==> config.mk <==
export PLATFORM = sky130hd
export DESIGN_NAME = pcs_tx_ctrl_flat
export DESIGN_NICKNAME = d
export VERILOG_FILES = /design/src/rtl/pcs_pkg.sv /design/src/rtl/pcs_tx_ctrl_if.sv /design/src/rtl/pcs_tx_seq_cnt.sv /design/src/rtl/pcs_tx_ctrl.sv /design/src/flat_wrapper.sv
export SDC_FILE = /design/constraint.sdc
export NUM_CORES = 1
export LEC_CHECK = 0
export CAP_MARGIN = 30
export CELL_PAD_IN_SITES_DETAIL_PLACEMENT = 0
export CELL_PAD_IN_SITES_GLOBAL_PLACEMENT = 2
export CORE_MARGIN = 2
export CORE_UTILIZATION = 31
export DETAILED_ROUTE_END_ITERATION = 12
export GPL_ROUTABILITY_DRIVEN = 0
export PLACE_DENSITY = 0.82
export SYNTH_ARGS = -nofsm -noshare
export SYNTH_HDL_FRONTEND = slang
export SYNTH_SLANG_ARGS = --single-unit
==> constraint.sdc <==
create_clock -name clk -period 2 [get_ports clk]
set_input_delay 0.2 -clock clk [delete_from_list [all_inputs] [get_ports clk]]
set_output_delay 0.2 -clock clk [all_outputs]
set_load 0.05 [all_outputs]
==> src/rtl/pcs_pkg.sv <==
// Shared PCS definitions: transmit controller state encoding and the
// gearbox / alignment-marker constants used by gearbox_tx and am_tx.
package pcs_pkg;

   typedef enum logic [1:0] {
      INIT = 2'd0,
      FILL = 2'd1,
      RUN  = 2'd2
   } pcs_tx_ctrl_state_e;

   // Sequence value of the full (no-accept) gearbox cycle for a 64b/66b lane.
   localparam int PCS_SEQ_MAX   = 32;
   // Default block slots per alignment-marker period, marker included.
   localparam int PCS_AM_PERIOD = 16384;

endpackage

==> src/rtl/pcs_tx_ctrl_if.sv <==
// MAC/lane-side control bundle of the PCS transmit controller.
// master: the controller; slave: MAC handshake plus lane consumers.
interface pcs_tx_ctrl_if #(
   parameter int SEQ_W = 6
);
   logic             en_i;
   logic [SEQ_W-1:0] seq_o;
   logic             gb_accept_o;
   logic             scram_v_o;
   logic             marker_v_o;
   logic             force_idle_o;
   logic             ready_o;

   modport master (
      input  en_i,
      output seq_o, gb_accept_o, scram_v_o, marker_v_o, force_idle_o, ready_o
   );

   modport slave (
      output en_i,
      input  seq_o, gb_accept_o, scram_v_o, marker_v_o, force_idle_o, ready_o
   );
endinterface

==> src/rtl/pcs_tx_seq_cnt.sv <==
// Gearbox sequence counter: wraps SEQ_MAX -> 0 every cycle and flags the
// accept slot (every cycle except the full one). Shared with the RX gearbox.
module pcs_tx_seq_cnt #(
   parameter int SEQ_W   = 6,
   parameter int SEQ_MAX = 32
) (
   input  logic             clk,
   input  logic             reset,
   output logic [SEQ_W-1:0] seq_o,
   output logic             accept_o
);
   localparam logic [SEQ_W-1:0] SEQ_LAST = SEQ_W'(SEQ_MAX);

   logic [SEQ_W-1:0] seq_q;
   logic [SEQ_W-1:0] seq_d;

   // Next sequence value with wrap at the full cycle.
   always_comb begin
      seq_d = (seq_q == SEQ_LAST) ? '0 : seq_q + 1'b1;
   end

   // Sequence register; free-running outside reset.
   always_ff @(posedge clk) begin
      if (reset) seq_q <= '0;
      else       seq_q <= seq_d;
   end

   assign seq_o    = seq_q;
   assign accept_o = (seq_q != SEQ_LAST);
endmodule

==> src/rtl/pcs_tx_ctrl.sv <==
// PCS transmit sequencing controller: gearbox sequence, marker slots,
// scrambler gating, startup idle fill and MAC ready.
// Build option: define PCS_TX_CTRL_AM_EN for 40G alignment-marker scheduling;
// left undefined (10G) no markers are generated and AM_PERIOD is unused.
module pcs_tx_ctrl
   import pcs_pkg::*;
#(
   parameter int DATA_W    = 64,
   parameter int HEAD_W    = 2,
   parameter int SEQ_W     = $clog2(DATA_W/HEAD_W + 1),
   parameter int SEQ_MAX   = DATA_W/HEAD_W,
   parameter int AM_PERIOD = PCS_AM_PERIOD,
   parameter int FILL_N    = 64
) (
   input logic           clk,
   input logic           reset,
   pcs_tx_ctrl_if.master bus
);
   localparam int FILL_W = $clog2(FILL_N + 1);

   pcs_tx_ctrl_state_e state_q, state_d;
   logic [FILL_W-1:0]  fill_q, fill_d;
   logic [SEQ_W-1:0]   seq;
   logic               accept;
   logic               act;
   logic               marker;
   logic               slot;

   pcs_tx_seq_cnt #(
      .SEQ_W   (SEQ_W),
      .SEQ_MAX (SEQ_MAX)
   ) u_seq (
      .clk      (clk),
      .reset    (reset),
      .seq_o    (seq),
      .accept_o (accept)
   );

   // A slot is live only once the link has left INIT; data slots exclude markers.
   assign act  = accept & (state_q != INIT);
   assign slot = act & ~marker;

`ifdef PCS_TX_CTRL_AM_EN
   localparam int AM_W = (AM_PERIOD > 2) ? $clog2(AM_PERIOD) : 1;
   logic [AM_W-1:0] am_q, am_d;

   // Marker slot counter: held at 0 in INIT so the first live slot is a marker;
   // frozen during the full cycle so markers defer to the next accept slot.
   always_comb begin
      am_d = am_q;
      if (state_q == INIT) am_d = '0;
      else if (act)        am_d = (am_q == AM_W'(AM_PERIOD - 1)) ? '0 : am_q + 1'b1;
   end

   // Marker counter register.
   always_ff @(posedge clk) begin
      if (reset) am_q <= '0;
      else       am_q <= am_d;
   end

   assign marker = act & (am_q == '0);
`else
   assign marker = 1'b0;
`endif

   // Configuration values not referenced by every build variant.
   logic unused_cfg;
   assign unused_cfg = (SEQ_MAX != PCS_SEQ_MAX) | (AM_PERIOD < 2);

   // Link FSM next state and fill counting; en_i low always returns to INIT.
   always_comb begin
      state_d = state_q;
      fill_d  = fill_q;
      case (state_q)
         INIT: begin
            fill_d = '0;
            if (bus.en_i) state_d = FILL;
         end
         FILL: begin
            if (slot) begin
               fill_d = fill_q + 1'b1;
               if (fill_q == FILL_W'(FILL_N - 1)) state_d = RUN;
            end
         end
         RUN:     state_d = RUN;
         default: state_d = INIT;
      endcase
      if (!bus.en_i) state_d = INIT;
   end

   // FSM and fill counter registers.
   always_ff @(posedge clk) begin
      if (reset) begin
         state_q <= INIT;
         fill_q  <= '0;
      end else begin
         state_q <= state_d;
         fill_q  <= fill_d;
      end
   end

   assign bus.seq_o        = seq;
   assign bus.gb_accept_o  = accept;
   assign bus.marker_v_o   = marker;
   assign bus.scram_v_o    = slot;
   assign bus.force_idle_o = (state_q == FILL);
   assign bus.ready_o      = (state_q == RUN) & slot;
endmodule

==> src/flat_wrapper.sv <==
// flat-port wrapper written by rule: the top's interface ports become plain ports
module pcs_tx_ctrl_flat import pcs_pkg::*;
#(
   parameter int DATA_W    = 64,
   parameter int HEAD_W    = 2,
   parameter int SEQ_W     = $clog2(DATA_W/HEAD_W + 1),
   parameter int SEQ_MAX   = DATA_W/HEAD_W,
   parameter int AM_PERIOD = PCS_AM_PERIOD,
   parameter int FILL_N    = 64
)
  (clk, reset, bus_en_i, bus_seq_o, bus_gb_accept_o, bus_scram_v_o, bus_marker_v_o, bus_force_idle_o, bus_ready_o);
  pcs_tx_ctrl_if #(.SEQ_W(SEQ_W)) bus_i ();
  input logic clk;
  input logic reset;
  input wire logic [$bits(bus_i.en_i)-1:0] bus_en_i;
  output wire logic [$bits(bus_i.seq_o)-1:0] bus_seq_o;
  output wire logic [$bits(bus_i.gb_accept_o)-1:0] bus_gb_accept_o;
  output wire logic [$bits(bus_i.scram_v_o)-1:0] bus_scram_v_o;
  output wire logic [$bits(bus_i.marker_v_o)-1:0] bus_marker_v_o;
  output wire logic [$bits(bus_i.force_idle_o)-1:0] bus_force_idle_o;
  output wire logic [$bits(bus_i.ready_o)-1:0] bus_ready_o;
  assign bus_i.en_i = bus_en_i;
  assign bus_seq_o = bus_i.seq_o;
  assign bus_gb_accept_o = bus_i.gb_accept_o;
  assign bus_scram_v_o = bus_i.scram_v_o;
  assign bus_marker_v_o = bus_i.marker_v_o;
  assign bus_force_idle_o = bus_i.force_idle_o;
  assign bus_ready_o = bus_i.ready_o;
  pcs_tx_ctrl #(.DATA_W(DATA_W), .HEAD_W(HEAD_W), .SEQ_W(SEQ_W), .SEQ_MAX(SEQ_MAX), .AM_PERIOD(AM_PERIOD), .FILL_N(FILL_N)) u_core (.clk(clk), .reset(reset), .bus(bus_i));
endmodule
Word-level counts from Yosys, hierarchy flattened
Index checks and enable logic that the tools add are counted.
{"block": "totals", "reg_bits": 15, "latch_bits": 0, "ram_bits": 0, "romBits": 0, "out_inout_bits": 11, "wordCells": 27, "memories": 0}
{"block": "op_classes", "n_addsub": 2, "mul": 0, "div_mod_pow": 0, "n_lt_le_gt_ge": 0, "eq_ne": 7, "shift": 0, "muxes": 5, "bitwise_logic": 3, "n_reduce_logical": 7}
{"operator": "case mux 7 bit (2 select lines)", "n": 1}
{"operator": "adder 7 x 1 -> 7 bit, second input constant", "n": 1}
{"operator": "equality test 7 x 6 -> 1 bit, second input constant", "n": 1}
{"operator": "2-to-1 mux 7 bit", "n": 1}
{"operator": "adder 6 x 1 -> 6 bit, second input constant", "n": 1}
{"operator": "equality test 6 bit, second input constant", "n": 1}
{"operator": "inequality test 6 bit, second input constant", "n": 1}
{"operator": "case mux 2 bit (3 select lines)", "n": 1}
{"operator": "2-to-1 mux 2 bit", "n": 2}
{"operator": "inequality test 2 x 1 -> 1 bit, second input constant", "n": 2}
{"operator": "AND reduction 2 bit", "n": 2}
{"operator": "nonzero test 2 bit", "n": 2}
{"operator": "OR reduction 2 bit", "n": 2}
{"operator": "AND 1 bit", "n": 2}
{"operator": "equality test 2 x 1 -> 1 bit, second input constant", "n": 1}
{"operator": "equality test 2 bit, second input constant", "n": 1}
{"operator": "zero test 2 bit", "n": 1}
{"operator": "inverter 1 bit", "n": 1}

Logic depth before layout (Yosys ltp)
Gate-level depths: netlist of the first run.
{"block": "depth", "ltp_word": 4, "depth_mapped": 7, "ltp_nobuf": 7}

Hierarchy
A second synthesis of the first run with hierarchy kept.
{"block": "hier_totals", "hier_cells": 100, "area_unflattened_um2": 862.1}
{"mod": "pcs_tx_ctrl", "n_inst": 1, "cells_each": 72, "area_each_um2": 596.8, "seq_area_each_um2": 180.2}
{"mod": "pcs_tx_seq_cnt", "n_inst": 1, "cells_each": 28, "area_each_um2": 265.3, "seq_area_each_um2": 120.1}

Least setup slack after synthesis of the first run
No wires, ideal clock.
{"block": "synth_timing", "path_kind": "register to output", "start": "register u_core.u_seq.seq_q[0], in the netlist u_core.u_seq.seq_o[0]", "end": "output port bus_ready_o", "arrival_ps": 2386, "required_ps": 1800, "setup_slack_ps": -586, "path_stages_with_launch": 7, "path_cell_list": "dfxtp_1 inv_1 ha_1 nand4bb_4 nor2_4 nor2_1 and2_1"}
{"block": "synth_via", "elab_chain_len": 3}
{"element": "from (decl)", "line_no": "pcs_tx_seq_cnt.sv:14", "rtl": "logic [SEQ_W-1:0] seq_q;"}
{"element": "from (signal assigned)", "line_no": "pcs_tx_seq_cnt.sv:25", "rtl": "else seq_q <= seq_d;"}
{"element": "inequality test 6 bit", "line_no": "pcs_tx_seq_cnt.sv:29", "rtl": "assign accept_o = (seq_q != SEQ_LAST);"}
{"element": "AND 1 bit", "line_no": "pcs_tx_ctrl.sv:40", "rtl": "assign act = accept & (state_q != INIT);"}
{"element": "net bus_scram_v_o", "line_no": "flat_wrapper.sv:18", "rtl": "output wire logic [$bits(bus_i.scram_v_o)-1:0] bus_scram_v_o;"}
{"element": "AND 1 bit", "line_no": "pcs_tx_ctrl.sv:107", "rtl": "assign bus.ready_o = (state_q == RUN) & slot;"}
{"element": "to (decl)", "line_no": "flat_wrapper.sv:21", "rtl": "output wire logic [$bits(bus_i.ready_o)-1:0] bus_ready_o;"}
The timed path passes the listed nets, and every way through them passes these cells.

Final worst setup path of the first run
{"block": "layout_timing", "start": "register u_core.u_seq.seq_q[1], in the netlist u_core.u_seq.seq_o[1]", "end": "output port bus_ready_o"}
{"block": "layout_via", "elab_chain_len": 3}
{"element": "inequality test 6 bit", "line_no": "pcs_tx_seq_cnt.sv:29"}
{"element": "AND 1 bit", "line_no": "pcs_tx_ctrl.sv:40"}
{"element": "AND 1 bit", "line_no": "pcs_tx_ctrl.sv:107"}
No other way between the ends.

==> impl_metrics.tcl, run 1 <==
set metrics [dict create \
    outcome "finished with violations" \
    failed_checks "design-rule violations" \
    average_wire_per_standard_cell_um 12.7 \
    cts-root-buf "clkbuf_4" \
    hold_path.startpoint "u_core.u_seq.seq_o[0]" \
    grt_pass1_vias 707 \
    route.final.wire_length_um 1900 \
    path_class "register to output port" \
    design.core.area_um2 2810 \
    cts_tree "yes" \
    final_layout_size_suffix_gt1_frac 0.193 \
    p_switching_uw 196 \
    detail_route.iter0.violations 18 \
    synth_xor_xnor_area_share 0.0377 \
    clockPowerShare 0.287 \
    timing.critical_path.slowest_stage_cell "dfxtp_1" \
    die_y_um 58.7 \
    grt_antenna_before_repair 0 \
    diodes 0 \
    power.density_cell_area_nw_per_um2 570 \
    maxSlewViolCount 0 \
    syn-num-nets 115 \
    timing.critical_path.mode_cell "nor2_4" \
    ant_nets 0 \
    worstSkewPairLatency_ps 280 \
    detailedPlace.worstSlack_ps 380 \
    internal_power_uw 430 \
    power_leakage_uw 0.000384 \
    synthMuxAreaShare 0.0337 \
    worst_setup_path_end_kind "output port" \
    holdPathStages 1 \
    cpLargestDelayFamily "simple AND/OR/NAND/NOR gates" \
    grt_pass1_wl_um 3220 \
    worst_ir_drop_vdd_mv 0.191 \
    synth_cells 106 \
    reg2reg_depth 7 \
    synthToLayoutAreaGrowth_pct 18.1 \
    ys.warnings.count 0 \
    crit_path_largest_cell_delay_ps 350 \
    worst_r2r_endpoint "u_core.fill_q[0]" \
    synth-compound-area-share 0.144 \
    numClockSinks 15 \
    cts-buffers-inserted 3 \
    route.detailed.vias_per_inst 5.27 \
    power_frac_seq 0.503 \
    comb_power_share 0.210 \
    rows 19 \
    synth-adder-area-share 0.0809 \
    final_hold_violation_count 0 \
    cp-start-kind "register" \
    worstHoldPathType "register to register" \
    ioPinCount 14 \
    timing.critical_path.arrival_ps 1640 \
    starting_density_of_the_core 0.331 \
    clock_tree.htree_level_count 1 \
    power.total_uw 625 \
    holdBufCountCts 0 \
    tns_ps 0 \
    dp_hpwl_um 1380 \
    synth_register_bits 15 \
    synth.cell_area_um2 928 \
    first_pass_drt_iterations 8 \
    fmaxAchievable_mhz 542 \
    ys_async_sr_fraction 0 \
    hold_ep "u_core.u_seq.seq_o[0]" \
    die-area_um2 3450 \
    number_of_enable_type_register_cells_in_the_synthesized_netlist 0 \
    sum_of_overflow_across_all_layers_after_global_routing 0 \
    worst-path-max-fanout 4 \
    finalCritPeriodShare 0.922 \
    post_synth.cell_area_avg_um2 8.76 \
    synth_flop_cell "dfxtp_1" \
    track_usage 0.120 \
    yosys.area_share.simple 0.292 \
    cp.required_ps 1800 \
    finalClockSkew_ps 3.57 \
    post_detailed_route_drc_marker_count 1 \
    final_period_minus_worst_setup_slack_ps 1840 \
    cts_max_path_buffers 2 \
    detailroute.via_count 790 \
    synth_top_family_by_area "simple AND/OR/NAND/NOR gates" \
    cap_viol_max_count 0 \
    largest_net_degree_at_the_start_of_global_routing 13 \
    layout.filler_cells 302 \
    switching_share 0.313 \
    cell_breakdown_of_the_critical_path "inv_1 -> ha_1 -> nand4bb_4 -> nor2_4 -> nor2_4 -> and2_2 -> buf_4" \
    critical_path.reg2reg.startpoint "u_core.u_seq.seq_o[1]" \
    rsz0062_at_grt "false" \
    share_of_the_yosys_chip_area_belonging_to_registers 0.323 \
    final.setup.worst_slack_ps 155 \
    final_net_count 129 \
    fp.dieW_um 58.7 \
    worst-path-buf-inv 2 \
    r2r_setup_slack_ps 390 \
    buffer_ports.inserted 12 \
    netlist-cell-type-count 43 \
    setup_violations 0 \
    cts.clk_slew.worst_paths_ps 100 \
]
-- cells in the final DEF (no fill, tap or decap), types with 3 or more instances in the layout --
cell	count
buf_4	8
a31oi_1	5
clkbuf_4	3
inv_1	6
nand3b_1	3
nor3_1	6
nor2_1	4
nand2b_1	3
ha_1	5
clkdlybuf4s50_1	8
o21ai_0	5
or3_1	3
nand2_1	5
nor3b_1	3
nand3_1	4
dfxtp_1	14
-- power groups by stage --
| stage | logic (uW) | clock network, uW | registers [uW] |
|---|---|---|---|
| 6_report | 131 | 179 | 315 |
| 5_1_grt | 142 | 203 | 316 |
| 4_1_cts | 130 | 187 | 315 |
| 3_5_place_dp | 130 | 0 | 322 |
| 3_3_place_gp | 128 | 0 | 321 |
| 2_1_floorplan | 79.5 | 0 | 339 |
-- worst register-to-register path, stage by stage, from the launching register on --
cell and delay, ps:
dfxtp_1 400, inv_1 60, ha_1 210, nand4bb_4 140
nor2_4 70, buf_4 170, or3_1 340, a31oi_1 160
-- registers in the layout, indices dropped and copies added (netlist names) --
name / count
u_core.state_q: 2
u_core.fill_q: 7
u_core.u_seq.seq_o: 6
-- stage by stage --
step           hold WS (ps)   util  cells  cell area [um2]
3_3_place_gp            452  0.380    146             1070
6_report                464  0.391    150             1100
2_1_floorplan           276      -    106              938
5_1_grt                 487  0.391    150             1100
3_5_place_dp            451  0.380    146             1070
4_1_cts                 466  0.390    150             1090
-- per-layer routing --
metal	track usage	vias to the layer above	wire [um]
met2	0.178	20	894
met4	0.0487	0	19
met5	0	-	0
met3	0.0264	2	90
met1	0.169	367	900
li1	-	401	-
-- layout make-up --
| class | instances | area (um2) | area share |
|---|---|---|---|
| Multi-Input combinational cell | 77 | 562 | 0.513 |
| Sequential cell | 15 | 302 | 0.275 |
| Timing Repair Buffer | 16 | 140 | 0.128 |
| Tap cell | 31 | 38.8 | 0.0354 |
| Inverter | 7 | 26.3 | 0.0240 |
| Clock buffer | 3 | 22.5 | 0.0205 |
| Clock inverter | 1 | 5.00 | 0.00457 |
-- worst max-delay path by stage --
stage,from,end,slack [ps],depth (start not counted)
2_1_floorplan,u_core.u_seq.seq_o[1],bus_ready_o,20,6
3_3_place_gp,u_core.u_seq.seq_o[1],u_core.fill_q[0],430,7
3_5_place_dp,u_core.state_q[0],bus_ready_o,380,6
4_1_cts,u_core.state_q[0],bus_ready_o,50,6
5_1_grt,u_core.u_seq.seq_o[0],bus_ready_o,30,7
6_report,u_core.u_seq.seq_o[1],bus_ready_o,160,7
-- timing repair --
action,4_1_cts,5_1_grt
endpoints found under the setup margin,0,1
endpoints found under the hold margin,0,0
setup buffers,0,0
gates resized for setup,0,1
-- Yosys cell counts (2+ instances only) --
| cell | number | area share |
|---|---|---|
| mux2i_1 | 2 | 0.022 |
| dfxtp_1 | 15 | 0.32 |
| nand3_1 | 4 | 0.022 |
| and2_1 | 2 | 0.013 |
| nor3b_1 | 3 | 0.024 |
| nor3_1 | 6 | 0.032 |
| o21ai_1 | 2 | 0.011 |
| clkbuf_1 | 2 | 0.0081 |
| ha_1 | 6 | 0.081 |
| a31oi_1 | 5 | 0.034 |
| buf_2 | 2 | 0.011 |
| xor2_1 | 2 | 0.019 |
| nand3b_1 | 3 | 0.024 |
| o21ai_0 | 5 | 0.027 |
| nor2_1 | 5 | 0.020 |
| inv_1 | 6 | 0.024 |
| xnor2_1 | 2 | 0.019 |
| or3_1 | 3 | 0.020 |
| nand2b_1 | 3 | 0.020 |
| nand2_1 | 5 | 0.020 |
-- kinds of logic (layout without fill, tap and decap cells) --
logic type               count (synthesis)  after routing
multiplexers                             3              3
AND/OR/NAND/NOR                         42             42
other                                    1              1
flip-flops                              15             15
AO/OA/AOI/OAI                           21             21
XOR/XNOR                                 4              4
buffers and inverters                   14             27
adder cells (fa/ha/maj)                  6              6
(Power assumes the default switching activity.)
==> run 2: changes to the inputs <==
- CORE_MARGIN: 2 -> 4
- SKIP_LAST_GASP: default -> 1
==> impl_metrics.tcl, run 2 (synthesis gave the netlist of run 1 again) <==
set metrics [dict create \
    outcome "finished, final reports clean" \
    timing.critical_path.arrival_ps 1630 \
    diodes 0 \
    track_usage 0.111 \
    top_register "u_core.fill_q" \
    path_class "register to output port" \
    synthToLayoutAreaGrowth_pct 18.5 \
    sum_of_overflow_across_all_layers_after_global_routing 0 \
    final_hold_slack_ps 468 \
    tns_ps 0 \
    numClockSinks 15 \
    cts-buffers-inserted 3 \
    seq_area_um2 302 \
    first_pass_drt_iterations 4 \
    finalCritPeriodShare 0.916 \
    die-area_um2 3930 \
    maxSlewViolCount 0 \
    crit_path_largest_cell_delay_ps 350 \
    post_cts.resized_instances 0 \
    cts_tree "yes" \
    final_layout_size_suffix_gt1_frac 0.183 \
    worst_ir_drop_vdd_mv 0.187 \
    holdBufCountCts 0 \
    rows 19 \
    worstSkewPairLatency_ps 280 \
    cell_breakdown_of_the_critical_path "inv_1 -> ha_1 -> nand4bb_4 -> nor2_4 -> nor2_4 -> and2_2 -> buf_4" \
    power.total_uw 624 \
    grt_antenna_before_repair 0 \
    rsz0062_at_grt "false" \
    dp_hpwl_um 1390 \
    fmaxAchievable_mhz 546 \
    die_y_um 62.7 \
    ioPinCount 14 \
    starting_density_of_the_core 0.331 \
    place_area_um2 1060 \
    timing.critical_path.mode_cell "nor2_4" \
    layout_common_cells "14 x dfxtp_1, 9 x buf_4, 8 x clkdlybuf4s50_1" \
    route.detailed.vias_per_inst 5.13 \
    detail_route.iter0.violations 24 \
    fp.dieW_um 62.7 \
    final_hold_violation_count 0 \
    largest_net_degree_at_the_start_of_global_routing 15 \
    power.density_cell_area_nw_per_um2 568 \
    number_of_flip_flops_under_the_largest_register_name 7 \
    post_detailed_route_drc_marker_count 0 \
    detailroute.via_count 775 \
    worst-path-max-fanout 5 \
    worst_setup_path_end_kind "output port" \
    timing.critical_path.slowest_stage_cell "dfxtp_2" \
    cts.clk_slew.worst_paths_ps 100 \
    cp-start-kind "register" \
    final_net_count 130 \
    ant_nets 0 \
    buffer_ports.inserted 12 \
    layout.filler_cells 304 \
    cap_viol_max_count 0 \
    average_wire_per_standard_cell_um 12.8 \
    cts-root-buf "clkbuf_4" \
    final_common_cell "dfxtp_1" \
    cpLargestDelayFamily "simple AND/OR/NAND/NOR gates" \
    worstHoldPathType "register to register" \
    grt_pass1_wl_um 3530 \
    worst-path-buf-inv 2 \
    cts_max_path_buffers 2 \
    power_leakage_uw 0.000387 \
    design.core.area_um2 2810 \
    multiInputGateArea_um2 559 \
    route.final.wire_length_um 1930 \
    finalInstanceArea_um2 1100 \
    grt_pass1_vias 753 \
    final_period_minus_worst_setup_slack_ps 1830 \
    cp.required_ps 1800 \
    clock_tree.htree_level_count 1 \
    setup_violations 0 \
    finalClockSkew_ps 4.77 \
]
-- run 2: repair_timing --
| action | 4_1_cts | 5_1_grt |
|---|---|---|
| pin swaps | 1 | 1 |
| setup endpoints to repair | 1 | 1 |
| setup buffers | 2 | 0 |
-- run 2: final timing paths --
kind	start	endpoint	slack, ps	depth (start not counted)
hold reg to reg	u_core.u_seq.seq_o[0]	u_core.u_seq.seq_o[0]	470	1
setup reg to reg	u_core.state_q[0]	u_core.state_q[1]	340	6
setup / recovery	u_core.u_seq.seq_o[0]	bus_ready_o	170	7
hold / removal	u_core.u_seq.seq_o[0]	u_core.u_seq.seq_o[0]	470	1
-- run 2: power by group --
| group | total (uW) | internal [uW] | leakage [uW] | switching (uW) |
|---|---|---|---|---|
| Combinational | 130 | 47.6 | 0.000250 | 82.3 |
| Clock | 180 | 77.2 | 0.0000150 | 103 |
| Sequential | 314 | 307 | 0.000122 | 7.41 |
-- run 2: final cells by class --
type | instances | area share
tap | 31 | 0.0353
clock buffer | 4 | 0.0239
multi-input combinational | 77 | 0.509
timing repair buffer | 17 | 0.134
sequential | 15 | 0.274
inverter | 7 | 0.0239
-- run 2: metal layers --
layer  vias to the layer above  track usage  wire length [um]
met1                       367        0.144               929
li1                        399            -                 -
met5                         -            0                 0
met2                         7        0.182               927
met4                         0       0.0358                13
met3                         2       0.0252                57
-- run 2: per-stage QoR --
step	instances	worst slack [ps]	util
2_1_floorplan	106	19.1	-
3_3_place_gp	145	335	0.377
3_5_place_dp	145	319	0.377
4_1_cts	151	133	0.392
5_1_grt	151	26.9	0.392
6_report	151	168	0.392
==> run 3: changes to the inputs <==
- CORE_UTILIZATION: 31 -> 36
- DONT_BUFFER_PORTS: default -> 1
- PLACE_DENSITY: 0.82 -> 0.81
==> impl_metrics.tcl, run 3 (synthesis gave the netlist of run 1 again) <==
set metrics [dict create \
    cts_max_path_buffers 2 \
    buffer_ports.inserted 0 \
    worst_slew_slack_as_a_fraction_of_its_limit 0.597 \
    cp.required_ps 1800 \
    rsz0062_at_grt "false" \
    fp.dieW_um 58.8 \
    finalCoreUtilization 0.427 \
    worst_pin_slew_ps 604 \
    ioPinCount 14 \
    sum_of_overflow_across_all_layers_after_global_routing 0 \
    final_hold_violation_count 0 \
    layout_common_cells "14 x dfxtp_1, 12 x buf_4, 6 x inv_1, 6 x nor3_1, 6 x ha_1" \
    cts.clk_slew.worst_paths_ps 90 \
    final_common_cell "dfxtp_1" \
    first_pass_drt_iterations 4 \
    cp-start-kind "register" \
    track_usage 0.125 \
    finalClockSkew_ps 2.95 \
    post_detailed_route_drc_marker_count 0 \
    worstHoldPathType "primary input to register" \
    die-area_um2 3460 \
    tns_ps 0 \
    detail_route.iter0.violations 9 \
    final_layout_size_suffix_gt1_frac 0.222 \
    grt_pass1_vias 755 \
    power_leakage_uw 0.000381 \
    setup_violations 0 \
    die_y_um 58.8 \
    power.density_cell_area_nw_per_um2 577 \
    fmaxAchievable_mhz 546 \
    synthToLayoutAreaGrowth_pct 13.9 \
    numClockSinks 15 \
    number_of_flip_flops_under_the_largest_register_name 7 \
    cap_viol_max_count 0 \
    finalCritPeriodShare 0.915 \
    worstSkewPairLatency_ps 280 \
    path_class "register to output port" \
    diodes 0 \
    worst-path-max-fanout 6 \
    final_period_minus_worst_setup_slack_ps 1830 \
    grt_antenna_before_repair 0 \
    cts-buffers-inserted 3 \
    top_register "u_core.fill_q" \
    route.detailed.vias_per_inst 5.23 \
    maxSlewViolCount 0 \
    final_net_count 127 \
    design.core.area_um2 2480 \
    worst_setup_path_end_kind "output port" \
    rows 18 \
    average_wire_per_standard_cell_um 13.7 \
    timing.critical_path.arrival_ps 1630 \
    starting_density_of_the_core 0.375 \
    ant_nets 0 \
    cts-root-buf "clkbuf_4" \
    cts_tree "yes" \
    r2r_setup_slack_ps 250 \
    worst_ir_drop_vdd_mv 0.273 \
    detailroute.via_count 769 \
    outcome "finished, final reports clean" \
    clock_tree.htree_level_count 1 \
    grt_pass1_wl_um 3320 \
    dp_hpwl_um 1440 \
    route.final.wire_length_um 2010 \
    largest_net_degree_at_the_start_of_global_routing 19 \
]
==> run 3: changes by cell type in the layout (fill, tap and decap cells not counted) <==
cell             delta
nor2_2              +1
dlygate4sd3_1       +1
clkdlybuf4s50_1     -8
buf_4               +3
==> run 3: power by group <==
| group | total, uW | internal (uW) | switching [uW] |
|---|---|---|---|
| registers | 314 | 307 | 7.29 |
| clock network | 177 | 77.3 | 100 |
| logic | 118 | 38.2 | 80.3 |
==> run 3: stage by stage <==
stage               worst slack (ps)  hold slack [ps]  instance area (um2)  instances  total power [uW]
global placement                 347              272                  992        138               433
finish                           170             35.7                 1060        147               610
detailed placement               275              273                  992        138               435
CTS                             97.5             24.5                 1030        143               621
global route                    40.3             22.2                 1060        147               647
floorplan                       19.1              276                  938        106               419
==> run 3: cell type report <==
cell class / instances / area [um2]
Clock buffer: 4 / 26.3
Fill cell: 277 / 1420
Timing Repair Buffer: 13 / 100
Inverter: 7 / 26.3
Sequential cell: 15 / 302
Tap cell: 30 / 37.5
Multi-Input combinational cell: 78 / 566
==> run 3: worst max-delay path, stage by stage, from the launching register on <==
cell       delay (ps)
dfxtp_2           330
inv_1              50
ha_1              180
nand4bb_4         180
nor2_4            260
nor2_4             40
and2_2            310
==> run 3: final timing paths <==
check | startpoint | to | cells after the start
max reg2reg | u_core.state_q[0] | u_core.state_q[1] | 6
min reg2reg | u_core.state_q[1] | u_core.state_q[1] | 2
max | u_core.u_seq.seq_o[0] | bus_ready_o | 6
min | reset | u_core.fill_q[2] | 1
==> run 3: per-layer routing <==
layer | share of wire | vias to the layer above | global-route usage
li1 | - | 395 | -
met1 | 0.47 | 357 | 0.164
met2 | 0.49 | 15 | 0.203
met3 | 0.041 | 2 | 0.0263
met4 | 0.0075 | 0 | 0.0388
met5 | 0 | - | 0
==> run 3: what timing repair did <==
action | CTS | global route
endpoints found under the hold margin | 10 | 0
gates resized for setup | 0 | 0
setup endpoints to repair | 0 | 1
setup buffers | 0 | 3
hold buffers | 1 | 0
